**src/rtl/mux_ctrl_pkg.sv**
```systemverilog
// Shared constants, state encoding and helpers for the mux round-robin scheduler.
// Imported by the scheduler top level and the round-robin picker.
package mux_ctrl_pkg;

    localparam int NUM_REQ = 8;
    localparam int SEL_W   = 3;
    localparam int BEAT_W  = 4;

    typedef enum logic [0:0] {
        IDLE = 1'b0,
        XFER = 1'b1
    } state_t;

    function automatic logic [NUM_REQ-1:0] onehot(input logic [SEL_W-1:0] idx);
        return {{(NUM_REQ-1){1'b0}}, 1'b1} << idx;
    endfunction

endpackage

```
**src/rtl/rr_pick.sv**
```systemverilog
// Combinational round-robin priority encoder: first set request at or above ptr,
// wrapping from the top requester back to requester 0.
module rr_pick
    import mux_ctrl_pkg::*;
(
    input  logic [NUM_REQ-1:0] Req,
    input  logic [SEL_W-1:0]   ptr,
    output logic [SEL_W-1:0]   idx,
    output logic               any
);

    logic [SEL_W-1:0] cand_s;

    assign any = |Req;

    // Walk offsets from farthest to nearest so the nearest set request wins.
    always_comb begin
        idx    = {SEL_W{1'b0}};
        cand_s = ptr;
        for (int k = NUM_REQ - 1; k >= 0; k--) begin
            cand_s = ptr + k[SEL_W-1:0];
            if (Req[cand_s]) begin
                idx = cand_s;
            end else begin
                idx = idx;
            end
        end
    end

endmodule

```
**src/rtl/mux_rr_sched.sv**
```systemverilog
// Round-robin scheduler driving the shared 8:1 registered mux: picks one requester
// per burst, paces beats against downstream credit and qualifies the mux output.
module mux_rr_sched
    import mux_ctrl_pkg::*;
#(
    parameter int MAX_BURST = 4
) (
    input  logic               Clock,
    input  logic               Reset,
    input  logic [NUM_REQ-1:0] Req,
    input  logic [NUM_REQ-1:0] Last,
    input  logic               Out_Ready,
    output logic [SEL_W-1:0]   Sel,
    output logic               Enable,
    output logic [NUM_REQ-1:0] Gnt,
    output logic               Out_Valid,
    output logic               Busy
);

    localparam logic [BEAT_W-1:0] BURST_LAST = BEAT_W'(MAX_BURST - 1);

    state_t             state_r, state_s;
    logic [SEL_W-1:0]   ptr_r, ptr_s;
    logic [SEL_W-1:0]   sel_r, sel_s;
    logic [BEAT_W-1:0]  beat_cnt_r, beat_cnt_s;
    logic [NUM_REQ-1:0] gnt_r, gnt_s;
    logic               out_valid_r;
    logic [SEL_W-1:0]   pick_idx_s;
    logic               pick_any_s;
    logic               enable_s;

    rr_pick u_rr_pick (
        .Req (Req),
        .ptr (ptr_r),
        .idx (pick_idx_s),
        .any (pick_any_s)
    );

    // Reset abandons the burst immediately, so no beat is issued while it is held.
    assign enable_s = (state_r == XFER) & Req[sel_r] & Out_Ready & ~Reset;

    // Next-state logic: arbitration in IDLE, beat counting and burst termination in XFER.
    always_comb begin
        state_s    = state_r;
        ptr_s      = ptr_r;
        sel_s      = sel_r;
        beat_cnt_s = beat_cnt_r;
        gnt_s      = gnt_r;
        case (state_r)
            IDLE: begin
                if (pick_any_s) begin
                    state_s    = XFER;
                    sel_s      = pick_idx_s;
                    beat_cnt_s = {BEAT_W{1'b0}};
                    gnt_s      = onehot(pick_idx_s);
                end else begin
                    gnt_s = {NUM_REQ{1'b0}};
                end
            end
            XFER: begin
                if (!Req[sel_r] || (enable_s && (Last[sel_r] || beat_cnt_r == BURST_LAST))) begin
                    state_s    = IDLE;
                    ptr_s      = sel_r + 3'd1;
                    beat_cnt_s = {BEAT_W{1'b0}};
                    gnt_s      = {NUM_REQ{1'b0}};
                end else if (enable_s) begin
                    beat_cnt_s = beat_cnt_r + 4'd1;
                end else begin
                    beat_cnt_s = beat_cnt_r;
                end
            end
            default: begin
                state_s    = IDLE;
                beat_cnt_s = {BEAT_W{1'b0}};
                gnt_s      = {NUM_REQ{1'b0}};
            end
        endcase
    end

    // State, arbitration pointer, select/grant and output-qualifier registers.
    always_ff @(posedge Clock) begin
        if (Reset) begin
            state_r     <= IDLE;
            ptr_r       <= {SEL_W{1'b0}};
            sel_r       <= {SEL_W{1'b0}};
            beat_cnt_r  <= {BEAT_W{1'b0}};
            gnt_r       <= {NUM_REQ{1'b0}};
            out_valid_r <= 1'b0;
        end else begin
            state_r     <= state_s;
            ptr_r       <= ptr_s;
            sel_r       <= sel_s;
            beat_cnt_r  <= beat_cnt_s;
            gnt_r       <= gnt_s;
            out_valid_r <= enable_s;
        end
    end

    assign Sel       = sel_r;
    assign Gnt       = gnt_r;
    assign Enable    = enable_s;
    assign Out_Valid = out_valid_r;
    assign Busy      = (state_r == XFER);

endmodule

```
**config.mk**
```make
export PLATFORM = sky130hd
export DESIGN_NAME = mux_rr_sched
export DESIGN_NICKNAME = d
export VERILOG_FILES = /design/src/rtl/mux_ctrl_pkg.sv /design/src/rtl/rr_pick.sv /design/src/rtl/mux_rr_sched.sv
export SDC_FILE = /design/constraint.sdc
export NUM_CORES = 1
export LEC_CHECK = 0
export ABC_AREA = 1
export CORE_UTILIZATION = 47
export CTS_BUF_LIST = sky130_fd_sc_hd__clkbuf_16
export DETAILED_ROUTE_END_ITERATION = 10
export HOLD_SLACK_MARGIN = 0.05
export PLACE_DENSITY = 0.85
export SYNTH_ARGS = -nofsm -noshare
export SYNTH_HDL_FRONTEND = slang
export SYNTH_SLANG_ARGS = --single-unit
```
**constraint.sdc**
```tcl
create_clock -name Clock -period 2.2 [get_ports Clock]
set_input_delay 0.33 -clock Clock [delete_from_list [all_inputs] [get_ports Clock]]
set_output_delay 0.33 -clock Clock [all_outputs]
set_load 0.1 [all_outputs]
```
==> results_dict.tcl <==
set metrics [dict create \
    status "finished, final reports clean" \
    worstRegToRegCells 15 \
    crit_path_max_fanout 8 \
    synth_seq_cells 20 \
    max_slew.worst_pin.slew_ns 0.362 \
    slew_violations 0 \
    floorplan.io_pins 33 \
    clockBufferDepth 2 \
    cp-end-kind "primary output" \
    floorplan.die_area_mm2 0.00399 \
    fin_hold_ws_ns 0.461 \
    global_route.usage.met1_pct 29.9 \
    grt_antenna_before_repair 0 \
    global_route_wire_length_before_repair_um 7780 \
    layoutNonFillerInstCount 373 \
    setup_viol 0 \
    finalCritPeriodShare_pct 97.6 \
    yosysTopAreaCellShare_pct 22.8 \
    min_delay_path_depth 2 \
    met3_usage_pct 2.17 \
    timing.critical_path.depth 7 \
    port_buffers 32 \
    post-synth-top-area-cell "sky130_fd_sc_hd__dfxtp_1" \
    wl_um 4640 \
    tritoncts_num_sinks 20 \
    finalWeightedCongestion 0.951 \
    chip_height_um 63.1 \
    post_drt_via_cell_ratio 5.14 \
    fin_nets 351 \
    finished_cell_area_mm2 0.00238 \
    core_area_mm2 0.00347 \
    power.ir.vdd_worst_mv 1.23 \
    diodes 0 \
    synth_commonest_cells "sky130_fd_sc_hd__nand2_1, sky130_fd_sc_hd__nand3_1, sky130_fd_sc_hd__inv_1" \
    crit_path_cell_trace "clkinvlp_4 -> nor2_1 -> o211ai_2 -> nand2_2 -> nor4_4 -> buf_4 -> buf_12" \
    area_delta_synth_final_pct 35.3 \
    yosysWarningCount 0 \
    tritoncts "built" \
    first_global_vias 1839 \
    overflow 0 \
    clkLatencyLatePin_ns 0.25 \
    final.setup_skew_ns 0.00408 \
    drt-initial-drc-count 164 \
    cts_hold_repair.buffers 0 \
    drc 0 \
    crit_slowest_cell "sky130_fd_sc_hd__dfxtp_4" \
    buffer_and_inverter_count_on_the_worst_path 3 \
    routed_wire_length_per_instance_um 12.4 \
    gr-max-usage-layer "met2" \
    timing.rr.start "ptr_r[0]" \
    fillers 298 \
    worst-endpoint-arrival_ns 1.82 \
    ctsHtreeMaxLevel 1 \
    cells_taking_the_most_area_after_synthesis "sky130_fd_sc_hd__dfxtp_1, sky130_fd_sc_hd__nand2_1, sky130_fd_sc_hd__nand3_1" \
    power.static_leakage_nw 1.15 \
    number_of_enable_type_register_cells_in_the_synthesized_netlist 0 \
    drive_above_1_share_pct 30.3 \
    vias 1918 \
    detailed_placer_s_ending_hpwl_um 3440 \
    timing_worst_setup_path_type "flop to primary output" \
    setup.reg_to_reg.worst_slack_ns 0.18 \
    path_delay_family "simple AND/OR/NAND/NOR gates" \
    postPlaceCellArea_mm2 0.00219 \
    critical_path_startpoint_category "flop" \
    yosys.cell_types.count 33 \
    grt_usage_pct 23.6 \
    clk_pin_slew_ns 0.05 \
    drv.max_cap_violation_count 0 \
    netlist_area_mm2 0.00176 \
    dominantRegCellSynth "sky130_fd_sc_hd__dfxtp_1" \
    timing.final.hold_violations 0 \
    number_of_standard_cells_after_synthesis 277 \
    hold_path_class "flop to flop" \
    async_reset_ff_share_pct 0 \
    fin_setup_tns_ns 0 \
    maximum_number_of_pins_on_one_net_before_global_route_repair 14 \
    maxClockFrequency_mhz 466 \
    dp_cells 362 \
    slowest_delay_ns 0.38 \
    initial_utilization_pct 50.6 \
    met2_usage_in_global_routing_pct 42.3 \
    worstHoldStart "Gnt[5]" \
    timing.max_slew.rel_slack_pct 75.8 \
    antenna_left 0 \
    worst_setup_path_startpoint "Sel[0]" \
    pwr_density_cell_mw_per_mm2 1790 \
    synth.most_common_cell "sky130_fd_sc_hd__nand2_1" \
    cts-root-buf "sky130_fd_sc_hd__clkbuf_16" \
    fin_total_pwr_mw 4.26 \
    die_w_um 63.1 \
    detailed_router_iteration_count_before_antenna_repair 4 \
    syn_avg_cell_area_um2 6.34 \
    yosysSeqAreaShare_pct 22.8 \
    placementRows 21 \
    synth.net_count 300 \
    tritoncts.num_buffers 3 \
    worstPathRequired_ns 1.87 \
    timing.final.crit_period_ns 2.15 \
]
[timing repair]
| action | in CTS | in global routing |
|---|---|---|
| hold endpoints to repair | 0 | 0 |
| gates resized for setup | 4 | 11 |
| buffers inserted | 1 | 6 |
| setup endpoints to repair | 1 | 10 |
| pin swaps | 2 | 3 |
[worst paths after layout]
path             to
min          Gnt[5]
max reg2reg  Gnt[0]
min reg2reg  Gnt[5]
max          Enable
[logic make-up (layout without fill, tap and decap cells)]
family	Yosys count	in the layout	share of synthesized area, %
DFF	20	20	22.8
and+or+nand+nor	163	163	46.6
xor gates and xnor gates	3	3	1.50
adders and majority gates	4	4	2.85
AOI/OAI and AO/OA	45	45	15.2
buffers and inverters	42	92	11.1
[worst register-to-register path: stages, from the launching register on]
cell	delay (ns)
sky130_fd_sc_hd__dfxtp_1	0.37
sky130_fd_sc_hd__inv_2	0.07
sky130_fd_sc_hd__ha_4	0.27
sky130_fd_sc_hd__inv_2	0.10
sky130_fd_sc_hd__nand3_1	0.12
sky130_fd_sc_hd__nand3_2	0.11
sky130_fd_sc_hd__nand2_2	0.07
sky130_fd_sc_hd__a21oi_1	0.13
sky130_fd_sc_hd__nand3_1	0.09
sky130_fd_sc_hd__nand2_1	0.06
sky130_fd_sc_hd__nand2_1	0.06
sky130_fd_sc_hd__nand2_2	0.10
sky130_fd_sc_hd__nand2_2	0.06
sky130_fd_sc_hd__nand2_2	0.11
sky130_fd_sc_hd__nand3_1	0.09
sky130_fd_sc_hd__a21oi_1	0.14
[routing by layer]
metal	vias to the layer above	part of all wire (%)
met4	0	1.0
met3	6	2.7
met2	36	50
li1	1007	-
met1	869	46
met5	-	0
[registers in the layout, indices dropped and copies added (netlist names)]
register    flops
ptr_r           3
Busy            1
Gnt             8
Out_Valid       1
beat_cnt_r      4
Sel             3
[stage by stage]
step	util [%]	setup WS, ns
2_1_floorplan	-	-0.667
3_3_place_gp	63.1	-0.0150
3_5_place_dp	63.1	-0.0403
4_1_cts	66.2	0.0656
5_1_grt	68.5	-0.00905
6_report	68.5	0.0530
[layout make-up]
class                      instances  area, µm²  area share, %
clock buffer                       3       75.1           3.16
clock inverter                     1       30.0           1.26
inverter                          36        145           6.11
multi-input combinational        215       1190           49.9
sequential                        20        412           17.3
tap                               46       57.6           2.42
timing repair buffer              52        470           19.8
[power by group]
| group | switching [mW] | leakage (nW) | internal (mW) |
|---|---|---|---|
| combinational | 2.11 | 0.932 | 1.04 |
| sequential | 0.128 | 0.166 | 0.485 |
| clock | 0.136 | 0.0511 | 0.361 |
[layout by cell type, fill, tap and decap left out, drive strengths merged]
cell | synthesis | final
nand3 | 47 | 47
inv | 35 | 34
nor4 | 2 | 2
clkbuf | 1 | 3
xor2 | 3 | 3
nand2 | 91 | 91
clkdlybuf4s50 | 0 | 11
o22ai | 1 | 1
o211ai | 2 | 2
clkinvlp | 0 | 1
o21ai | 17 | 17
clkinv | 1 | 1
nor2 | 21 | 21
nand4 | 1 | 1
a31oi | 1 | 1
dfxtp | 20 | 20
or4 | 1 | 1
ha | 4 | 4
a21oi | 23 | 23
buf | 5 | 34
bufinv | 0 | 1
dlymetal6s2s | 0 | 3
dlygate4sd2 | 0 | 4
a211oi | 1 | 1
No activity file was read; power rests on OpenSTA's default activity.
